### config.mk
export PLATFORM = sky130hd
export DESIGN_NAME = serial_addsub_complementer
export DESIGN_NICKNAME = d
export VERILOG_FILES = /design/src/rtl/complementer_pkg.sv /design/src/rtl/digit_rca.sv /design/src/rtl/serial_addsub_complementer.sv
export SDC_FILE = /design/constraint.sdc
export NUM_CORES = 1
export LEC_CHECK = 0
export CAP_MARGIN = 30
export CELL_PAD_IN_SITES_DETAIL_PLACEMENT = 0
export CELL_PAD_IN_SITES_GLOBAL_PLACEMENT = 2
export CORE_MARGIN = 2
export CORE_UTILIZATION = 30
export CTS_BUF_LIST = sky130_fd_sc_hd__clkbuf_16
export DETAILED_ROUTE_END_ITERATION = 8
export PLACE_DENSITY_LB_ADDON = 0.1
export SETUP_SLACK_MARGIN = 0.15
export SKIP_CTS_REPAIR_TIMING = 1
export SLEW_MARGIN = 20
export SYNTH_ARGS = -nofsm -noshare
export SYNTH_HDL_FRONTEND = slang
export SYNTH_SLANG_ARGS = --single-unit
export TNS_END_PERCENT = 20
### constraint.sdc
create_clock -name clk -period 3.5 [get_ports clk]
set_clock_uncertainty 0.05 [all_clocks]
set_input_delay 0.7 -clock clk [delete_from_list [all_inputs] [get_ports clk]]
set_output_delay 0.7 -clock clk [all_outputs]
set_load 0.01 [all_outputs]
### src/rtl/complementer_pkg.sv
// Shared encodings for the digit-serial add/sub/negate unit:
// operation codes carried on the op port and the control FSM states.
package complementer_pkg;

    typedef enum logic [1:0] {
        OP_ADD  = 2'b00,
        OP_SUB  = 2'b01,
        OP_NEG  = 2'b10,
        OP_ADDC = 2'b11
    } op_t;

    typedef enum logic [1:0] {
        IDLE = 2'b00,
        RUN  = 2'b01,
        DONE = 2'b10
    } state_t;

endpackage

### src/rtl/digit_rca.sv
// Combinational ripple of DIGIT full adders. c_msb is the carry into the
// top bit of the slice, which on the final digit is the carry into the
// word MSB and feeds the signed overflow flag.
module digit_rca #(
    parameter int DIGIT = 1
) (
    input  logic [DIGIT-1:0] x,
    input  logic [DIGIT-1:0] y,
    input  logic             cin,
    output logic [DIGIT-1:0] sum,
    output logic             cout,
    output logic             c_msb
);

    logic [DIGIT:0] c;

    // Ripple the carry through each bit of the slice.
    always_comb begin
        c    = '0;
        sum  = '0;
        c[0] = cin;
        for (int i = 0; i < DIGIT; i++) begin
            sum[i]   = x[i] ^ y[i] ^ c[i];
            c[i+1]   = (x[i] & y[i]) | (x[i] & c[i]) | (y[i] & c[i]);
        end
    end

    assign cout  = c[DIGIT];
    assign c_msb = c[DIGIT-1];

endmodule

### src/rtl/serial_addsub_complementer.sv
// Digit-serial two's-complement ADD / SUB / NEG / ADDC unit with a
// valid/ready handshake on both sides. DIGIT bits are summed per cycle, so a
// result takes WIDTH/DIGIT cycles. Optional build macro SERIAL_ADDSUB_SAT_EN
// clamps S to the signed extreme on overflow (Cout/Ovf stay raw).
module serial_addsub_complementer
    import complementer_pkg::*;
#(
    parameter int WIDTH = 8,
    parameter int DIGIT = 1
) (
    input  logic             clk,
    input  logic             rst_n,
    input  logic             in_valid,
    output logic             in_ready,
    input  logic [WIDTH-1:0] A,
    input  logic [WIDTH-1:0] B,
    input  logic [1:0]       op,
    output logic             out_valid,
    input  logic             out_ready,
    output logic [WIDTH-1:0] S,
    output logic             Cout,
    output logic             Ovf
);

    localparam int N  = WIDTH / DIGIT;
    localparam int CW = $clog2(N) + 1;

    generate
        if (WIDTH < 2 || (WIDTH % DIGIT) != 0) begin : g_bad_params
            $error("serial_addsub_complementer: WIDTH must be >= 2 and a multiple of DIGIT");
        end
    endgenerate

    state_t                state;
    logic [CW-1:0]         cnt;
    logic [WIDTH-1:0]      x_sh;
    logic [WIDTH-1:0]      y_sh;
    logic [WIDTH-1:0]      res;
    logic                  carry;

    logic [DIGIT-1:0]      dsum;
    logic                  dcout;
    logic                  dcmsb;
    logic [WIDTH-1:0]      res_next;
    logic [WIDTH-1:0]      s_final;
    logic                  ovf_now;
    logic                  last;

    digit_rca #(.DIGIT(DIGIT)) u_rca (
        .x     (x_sh[DIGIT-1:0]),
        .y     (y_sh[DIGIT-1:0]),
        .cin   (carry),
        .sum   (dsum),
        .cout  (dcout),
        .c_msb (dcmsb)
    );

    assign in_ready  = (state == IDLE);
    assign out_valid = (state == DONE);
    assign last      = (cnt == CW'(N - 1));
    assign ovf_now   = dcout ^ dcmsb;
    // New digit enters from the MSB side; oldest digits drift toward bit 0.
    assign res_next  = WIDTH'({dsum, res} >> DIGIT);

`ifdef SERIAL_ADDSUB_SAT_EN
    // Signed extreme in the direction of the operand sign (X MSB).
    function automatic logic [WIDTH-1:0] sat_clamp(input logic x_msb);
        logic signed [WIDTH-1:0] lim;
        lim = x_msb ? {1'b1, {(WIDTH-1){1'b0}}} : {1'b0, {(WIDTH-1){1'b1}}};
        return lim;
    endfunction

    // On the last digit the low slice of x_sh holds the top bits of X.
    assign s_final = ovf_now ? sat_clamp(x_sh[DIGIT-1]) : res_next;
`else
    assign s_final = res_next;
`endif

    // Control FSM, digit counter and registered result flags.
    always_ff @(posedge clk or negedge rst_n) begin
        if (!rst_n) begin
            state <= IDLE;
            cnt   <= '0;
            S     <= '0;
            Cout  <= 1'b0;
            Ovf   <= 1'b0;
        end else begin
            case (state)
                IDLE: begin
                    if (in_valid) begin
                        state <= RUN;
                        cnt   <= '0;
                    end
                end
                RUN: begin
                    cnt <= cnt + 1'b1;
                    if (last) begin
                        state <= DONE;
                        S     <= s_final;
                        Cout  <= dcout;
                        Ovf   <= ovf_now;
                    end
                end
                DONE: begin
                    if (out_ready) begin
                        state <= IDLE;
                    end
                end
                default: state <= IDLE;
            endcase
        end
    end

    // Operand mapping at accept, then digit-wise shifting while running.
    always_ff @(posedge clk) begin
        if (state == IDLE && in_valid) begin
            x_sh  <= (op == OP_NEG) ? '0 : A;
            case (op)
                OP_SUB:  y_sh <= ~B;
                OP_NEG:  y_sh <= ~A;
                default: y_sh <= B;
            endcase
            carry <= (op != OP_ADD);
        end else if (state == RUN) begin
            x_sh  <= x_sh >> DIGIT;
            y_sh  <= y_sh >> DIGIT;
            carry <= dcout;
            res   <= res_next;
        end
    end

endmodule

* Yosys cells after proc, flatten, opt, wreduce, memory -nomap -nowiden
Cells that the tools add are included.
** Word-level totals
- Input bits :: 22
- Bits in writable memories :: 0
- Latch bits :: 0
- ROM bits :: 0
- Output and inout port bits :: 12
- Memories :: 0
- Register bits :: 41
** Operators by class
- Bitwise gates (word level) :: 11
- Equal/unequal tests :: 8
- Shift-type cells :: 0
- Div/mod/pow operators :: 0
- Multipliers :: 0
- Muxes and demuxes :: 14
- Reductions and logical operators :: 9
- Magnitude comparators :: 0
- Add/subtract/negate cells :: 1
** Operators by type and width (number)
- $mux W8 :: 5
- $not A8 Y8 :: 2
- $pmux W8 S2 :: 1
- $pmux W4 S2 :: 1
- $mux W2 :: 3
- $pmux W2 S3 :: 1
- $reduce_and A2 Y1 :: 3
- $reduce_bool A2 Y1 :: 3
- $add A4 B1 Y4 const B :: 1
- $eq A2 B1 Y1 const B :: 2
- $eq A2 B2 Y1 const B :: 2
- $eq A4 B3 Y1 const B :: 1
- $mux W4 :: 1
- $ne A2 B2 Y1 const B :: 2
- $and A1 B1 Y1 :: 3
- $reduce_and A3 Y1 :: 1
- $xor A1 B1 Y1 :: 3
- $logic_not A2 Y1 :: 1
- $mux W1 :: 2
- $ne A2 B1 Y1 const B :: 1
- $or A1 B1 Y1 :: 2
- $logic_and A1 B1 Y1 :: 1
- $not A1 Y1 :: 1

* Longest topological paths before layout
Gate-level depths: netlist of the first run.
- Depth after elaboration :: 5
- Mapped depth :: 7
- Gate-level depth less buffers :: 5

* Hierarchy
From an unflattened synthesis of the first run, not the netlist that was laid out.
** Second synthesis, totals
- Cell total of the unflattened synthesis :: 147
- Area total of the unflattened synthesis :: 1841.8 µm²
** Modules (own cells, without submodules)
- serial_addsub_complementer :: instances 1, area an instance 1814.2 µm², seq. area each 1121.1 µm², cells an instance 145
- digit_rca :: instances 1, area an instance 27.5 µm², seq. area each 0.0 µm², cells an instance 2

* Worst setup path before layout of the first run
OpenSTA, ideal clock, no wires.
- Path type :: input-to-reg
- Start point :: in in_valid
- End point :: reg carry (enable)
- Setup time :: 0.374 ns
- Stages on the path :: 4
- Path buffers :: 2
- Data arrival time :: 1.716 ns
- Path slack :: 1.360 ns
- Required time :: 3.076 ns
- Cell sequence :: or3b_1 > buf_6 > buf_8 > nand2_1
** On the way
- Longest elaborated chain between the ends :: 2
** RTL lines
- start: declaration :: line serial_addsub_complementer.sv:13 : input logic in_valid,
- $logic_and A1 B1 Y1 :: line serial_addsub_complementer.sv:116 : if (state == IDLE && in_valid) begin
- $reduce_bool A2 Y1 (no source line)
- end signal: assignment :: line serial_addsub_complementer.sv:123 : carry <= (op != OP_ADD);
- end signal: assignment :: line serial_addsub_complementer.sv:127 : carry <= dcout;
- end: declaration :: line serial_addsub_complementer.sv:39 : logic carry;
Every way passes these cells.
A chain may end at the register's enable or synchronous reset.

* Worst setup path in the final report of the first run
- Start point :: in in_valid
- End point :: reg y_sh[0] (data pin)
** On the way
- Longest elaborated chain between the ends :: 2
** RTL lines
- $logic_and A1 B1 Y1 :: line serial_addsub_complementer.sv:116
- $mux W8 :: line serial_addsub_complementer.sv:116
- end signal: assignment :: line serial_addsub_complementer.sv:119 : OP_SUB: y_sh <= ~B;
- end signal: assignment :: line serial_addsub_complementer.sv:120 : OP_NEG: y_sh <= ~A;
- end signal: assignment :: line serial_addsub_complementer.sv:126 : y_sh <= y_sh >> DIGIT;
- end: declaration :: line serial_addsub_complementer.sv:37 : logic [WIDTH-1:0] y_sh;
Every way passes these cells.

==> metrics.md, run 1 <==
| Metric | Value |
|---|---|
| WP buf/inv | `2` |
| R2r setup slk | `approximately 1.6 ns` |
| Initial antenna violation count | `0` |
| RR Startpoint | `state[0]` |
| Avg Inst Size Synth | `12.56 um^2` |
| Die Footprint | `roughly 6800 um^2` |
| Deepest level of the CTS H-tree | `2` |
| Top-area cell type share of the netlist area | `0.3929` |
| Most frequent cells in the layout | `clkdlybuf4s50_1, edfxtp_1, nand2_1, dfrtp_1, nor2_1` |
| Critical path endpoint category | `flop` |
| Crit Path Class | `in2reg` |
| Sequential share of the synthesized area | `0.6112` |
| Final Cycle Share | `0.6605` |
| Via density per instance | `4.716` |
| DR vias | `1212` |
| WL final | `about 3600 um` |
| Critical path's slowest cell | `or3b_1` |
| WHS | `between 0.3 and 0.4 ns` |
| Number of placement rows | `28` |
| CP Data Arrival Time | `~2.3 ns` |
| Final Max Tran Viols | `0` |
| FF-to-FF path depth | `3` |
| Worst hold-check path type | `reg2reg` |
| Crit start category | `input pin` |
| GR met2 Demand/Resource | `0.1984` |
| Core box area | `5921 um^2` |
| Layout cell share with drive strength beyond 1 | `0.1374` |
| Synth top area cells | `edfxtp_1, dfrtp_1, mux2_2` |
| Total Nets Final | `between 200 and 250` |
| Die W | `roughly 82 um` |
| Post-synth net total | `173` |
| Hold Vio Cnt, Final | `0` |
| Vias in the first global route | `1200` |
| I/O Pins | `34` |
| Most used routing layer | `met2` |
| Fmax | `approximately 0.43 GHz` |
| TritonCTS clock tree | `yes` |
| Total clock sinks | `40` |
| First-pass GRT wire length | `between 5000 and 6000 um` |
| Slew @ Worst Pin | `0.7535 ns` |
| Iter 0 DRT Violations | `between 50 and 60` |
| Clk Tree Root Cell | `clkbuf_16` |
| Crit Path Max Fanout | `24` |
| Total CTS buffers | `5` |
| Worst hold start | `res[6]` |
| Commonest non-fill, non-tap cell in the layout | `clkdlybuf4s50_1` |
| Number of I/O port buffers | `33` |
| Later-pin clock latency in the skew report | `0.28 ns` |
| Met3 Track Usage GR | `0.04130` |
| Routability congestion estimate from global placement | `approximately 0.78` |
| Worst Hold Path EP | `res[5]` |
| TritonRoute pass-1 iters | `4` |
| Layout area overhead | `29.74%` |
| Ant. Diodes | `0` |
| RR Endpoint | `y_sh[0]` |
| ANT nets after route | `0` |
| Slew Limit Headroom | `0.4961` |
| Critical path cell sequence | `clkdlybuf4s50_1 -> or3b_1 -> buf_4 -> a22o_1` |
| Syn Inst Count | `around 150` |
| P_leak | `a little under 1 nW` |
| FF+latch count, synth | `40` |
| Clock buffer depth | `2` |
| Power per cell area | `~880 nW/um^2` |
| Worst endpoint required time | `approximately 3.5 ns` |
| All-Layer GR Usage | `0.1201` |
| CP max stage delay | `approximately 0.57 ns` |
| Maximum VDD drop | `307.4 uV` |
| Largest delay share family, worst path | `buffers and inverters` |
| DR WL/cell | `around 14 um` |
| Non-Filler Instances | `between 200 and 300` |
| Global-route track usage on met1 | `0.1408` |
| Cells on Worst Hold Path | `0` |
| Register clock-pin slew on the reported worst setup and hold paths | `0.06 ns` |
| Largest net degree at the start of global routing | `25` |
| Cell taking the most area after synthesis | `edfxtp_1` |
| Max Cap Violations | `0` |
| Cell area after synthesis | `1834 um^2` |
| Status | `finished, final reports clean` |
| Cells after DPL | `~250` |
| Netlist cell types | `29` |
| TNS Setup | `0 ns` |
| Final Setup Violations | `0` |
| Global route total overflow | `0` |
| Initial Util | `0.3098` |
| Crit path time final | `approximately 2.3 ns` |
| DP HPWL | `~2600 um` |
| Die Y | `a little over 80 um` |
| DRC viols | `0` |
| Yosys warns | `0` |
| RSZ-0062 raised after global routing | `no` |
-- synthesized netlist by cell type (all sizes together) --
| cell | instances |
|---|---|
| inv | 6 |
| xor2 | 1 |
| clkbuf | 3 |
| or3b | 1 |
| buf | 5 |
| nor3 | 2 |
| nand3 | 2 |
| and2b | 1 |
| nor3b | 1 |
| edfxtp | 24 |
| mux2i | 1 |
| fa | 1 |
| o221ai | 7 |
| ha | 4 |
| nand2b | 1 |
| nand2 | 21 |
| nor2 | 16 |
| o21ai | 10 |
| a21oi | 2 |
| nand4 | 1 |
| a21o | 1 |
| a22o | 7 |
| dfrtp | 16 |
| o221a | 1 |
| mux2 | 10 |
| o21a | 1 |
-- power by group --
group	total, mW	switching [mW]	internal (mW)
clock network	0.498	0.188	0.310
logic	0.647	0.313	0.334
registers	0.939	0.114	0.825
-- area by class of cell --
| cell class | count | area [um^2] |
|---|---|---|
| clock inverter | 2 | 16.27 |
| inverter | 6 | 22.52 |
| tap | 75 | 93.84 |
| fill | 581 | 3541 |
| clock buffer | 6 | 150.1 |
| sequential | 40 | 1121 |
| timing repair buffer | 36 | 352.8 |
| multi-input combinational | 92 | 623.1 |
-- logic make-up after synthesis --
family          after synthesis  synth area share
flops                        40            0.6112
compound gates               29            0.1139
mux                          11           0.06685
buf+inv                      14           0.04911
xor+xnor                      1          0.004776
fa+ha+maj                     5           0.03820
simple gates                 46            0.1160
-- through the flow --
| stage | power (mW) | setup slack (ns) | util | cell area, um^2 |
|---|---|---|---|---|
| detailed placement | 1.614 | 0.9028 | 0.3738 | 2213 |
| finish | 2.084 | 1.188 | 0.4019 | 2380 |
| global route | 2.229 | 1.087 | 0.4019 | 2380 |
| CTS | 2.119 | 1.199 | 0.4019 | 2380 |
| global placement | 1.595 | 0.9143 | 0.3738 | 2213 |
| floorplan | 1.348 | 1.360 | - | 1834 |
-- per-layer routing --
metal	vias up	share of wire
li1	598	-
met3	7	0.057
met5	-	0
met4	0	0.026
met2	41	0.48
met1	566	0.44
-- sequential cells by signal, summed over array words and instances (netlist names), 2 cells and up --
register,count
S,8
cnt,4
res,7
state,2
x_sh,8
y_sh,8
-- how the worst max path moves through the flow --
stage	from	end	cells past startpoint
floorplan	in_valid	carry	4
global placement	in_valid	y_sh[0]	4
detailed placement	op[1]	y_sh[6]	5
CTS	in_valid	y_sh[6]	4
global route	op[1]	y_sh[6]	5
finish	in_valid	y_sh[0]	4
No activity file was read; power rests on OpenSTA's default activity.
==> run 2: changes to the inputs <==
- clock period: 3.5 -> 2 ns (I/O delays scaled with it)
==> metrics.md, run 2 (synthesis gave the netlist of run 1 again) <==
| Metric | Value |
|---|---|
| Vias in the first global route | `1188 (-1.0%)` |
| Largest net degree at the start of global routing | `34 (+36%)` |
| Global route total overflow | `0 (unchanged)` |
| Setup WS pre-CTS | `-0.2670 ns (-1.170 ns)` |
| DP HPWL | `2665 um (+2.8%)` |
| Maximum VDD drop | `601.8 uV (+96%)` |
| Clock power share | `0.210 (-0.029)` |
| Placed instance area | `2293 um^2 (+3.6%)` |
| Fmax | `0.5534 GHz` |
| Ant. Diodes | `0 (unchanged)` |
| RSZ-0062 raised after global routing | `yes` |
| I/O Pins | `34 (unchanged)` |
| Total clock sinks | `40 (unchanged)` |
| Commonest non-fill, non-tap cell in the layout | `clkdlybuf4s50_1` |
| Final core occ | `0.4144 (+0.01247)` |
| Final non-filler cell area | `2454 um^2 (+3.1%)` |
| Register clock-pin slew on the reported worst setup and hold paths | `0.06 ns (about the same)` |
| Initial Util | `0.3098 (unchanged)` |
| Crit path time final | `around 1.8 ns` |
| FF+latch area | `1122 um^2 (+0.11%)` |
| Biggest regs | `S (8), x_sh (8), y_sh (8)` |
| Slew Limit Headroom | `0.7210 (+0.2249)` |
| Die Footprint | `6756 um^2 (unchanged)` |
| TNS Setup | `0 ns (unchanged)` |
| Met3 wire len | `244 um (+18%)` |
| Routability congestion estimate from global placement | `0.7529 (-3.1%)` |
| Number of I/O port buffers | `33 (unchanged)` |
| Status | `finished, final reports clean` |
| Combinational power share | `0.339 (+0.028)` |
| TritonRoute pass-1 iters | `4 (unchanged)` |
| Multi-input gate area | `638.1 um^2 (+2.4%)` |
| Sequential Power Share | `0.450 (about the same)` |
| Deepest level of the CTS H-tree | `2 (unchanged)` |
| Clock buffer depth | `2 (unchanged)` |
| Power per cell area | `1488 nW/um^2 (+70%)` |
| First-pass GRT wire length | `5768 um (-1.8%)` |
| Layout cell share with drive strength beyond 1 | `0.1958 (+0.05840)` |
| Die Y | `82.20 um (unchanged)` |
| Via density per instance | `4.852 (+2.9%)` |
| Worst endpoint required time | `1.55 ns (-1.94 ns)` |
| Met2 wire len | `1808 um (+4.5%)` |
| Critical path endpoint category | `primary output` |
| Filler cells | `570 (-1.9%)` |
| Final Cycle Share | `0.9034` |
| Internal power | `2.561 mW (+74%)` |
| DRC viols | `0 (unchanged)` |
| P_leak | `1.023 nW (+5.8%)` |
| CP Data Arrival Time | `1.36 ns (-0.94 ns)` |
| Clk Tree Root Cell | `clkbuf_16` |
| Number of placement rows | `28 (unchanged)` |
| Total Nets Final | `215 (+3.4%)` |
| DR vias | `1281 (+5.7%)` |
| Most frequent cells in the layout | `clkdlybuf4s50_1, edfxtp_1, nand2_1, nor2_1, dfrtp_1` |
| Worst hold-check path type | `in2async` |
| Later-pin clock latency in the skew report | `0.28 ns (about the same)` |
| Initial antenna violation count | `0 (unchanged)` |
| FF-to-FF path depth | `4 (+1)` |
| Slew @ Worst Pin | `0.4181 ns (-0.3354 ns)` |
| Total CTS buffers | `5 (unchanged)` |
| Layout area overhead | `33.77%` |
| Crit Path Class | `reg2out` |
| Final Max Tran Viols | `0 (unchanged)` |
| Switch Pwr | `1.090 mW (+77%)` |
| DR WL/cell | `14.08 um (-0.59%)` |
| Iter 0 DRT Violations | `51 (-12%)` |
| Switching portion of total power | `0.2986 (+0.003337)` |
| Top layer in use | `met4` |
| ANT nets after route | `0 (unchanged)` |
| All-Layer GR Usage | `0.1165 (-0.003605)` |
| DRT met1 WL | `1597 um (-0.68%)` |
| Final Setup Violations | `0 (unchanged)` |
| Crit Path Max Fanout | `4 (-83%)` |
| Die W | `82.20 um (unchanged)` |
| Fin worst setup slack | `0.1931 ns (-0.9952 ns)` |
| WL final | `3718 um (+2.1%)` |
| Crit start category | `flop` |
| Hold Vio Cnt, Final | `0 (unchanged)` |
| Core box area | `5921 um^2 (unchanged)` |
| TritonCTS clock tree | `yes` |
| Max Cap Violations | `0 (unchanged)` |
run 2: through the flow:
step	instances	hold WS, ns	power (mW)
finish	264	0.3907	3.651
global route	264	0.4164	3.878
CTS	264	0.3949	3.696
detailed placement	256	0.3936	2.914
global placement	256	0.3820	2.867
floorplan	146	0.05441	2.364
run 2: power by group through the flow:
| stage | clock network (mW) | registers (mW) | logic, mW |
|---|---|---|---|
| 6_report | 0.768 | 1.64 | 1.24 |
| 5_1_grt | 0.821 | 1.69 | 1.36 |
| 4_1_cts | 0.784 | 1.65 | 1.26 |
| 3_5_place_dp | 0 | 1.66 | 1.25 |
| 3_3_place_gp | 0 | 1.64 | 1.23 |
| 2_1_floorplan | 0 | 1.65 | 0.710 |
run 2: worst paths after layout:
check / from / to / slack (ns)
max in group asynchronous: rst_n / state[0] / 1.31
min in group clk: res[7] / res[6] / 0.41
setup / recovery: state[0] / in_ready / 0.19
setup reg to reg: state[0] / carry / 0.35
hold reg to reg: res[7] / res[6] / 0.41
hold / removal: rst_n / cnt[1] / 0.39
run 2: routing by layer:
layer,track usage,vias up
met5,0,-
met4,0.04500,0
met3,0.04674,8
met2,0.1895,41
met1,0.1375,621
li1,-,611
run 2: layout make-up:
cell class,instances,area share
Sequential cell,40,0.4574
Multi-Input combinational cell,92,0.2601
Timing Repair Buffer,43,0.1764
Clock buffer,5,0.05099
Tap cell,75,0.03825
Inverter,6,0.009179
Clock inverter,3,0.007649
run 2: critical path, stage by stage, from the launching register on:
cell and delay, ns:
dfrtp_2 0.43, nor2_1 0.11, clkdlybuf4s50_1 0.54
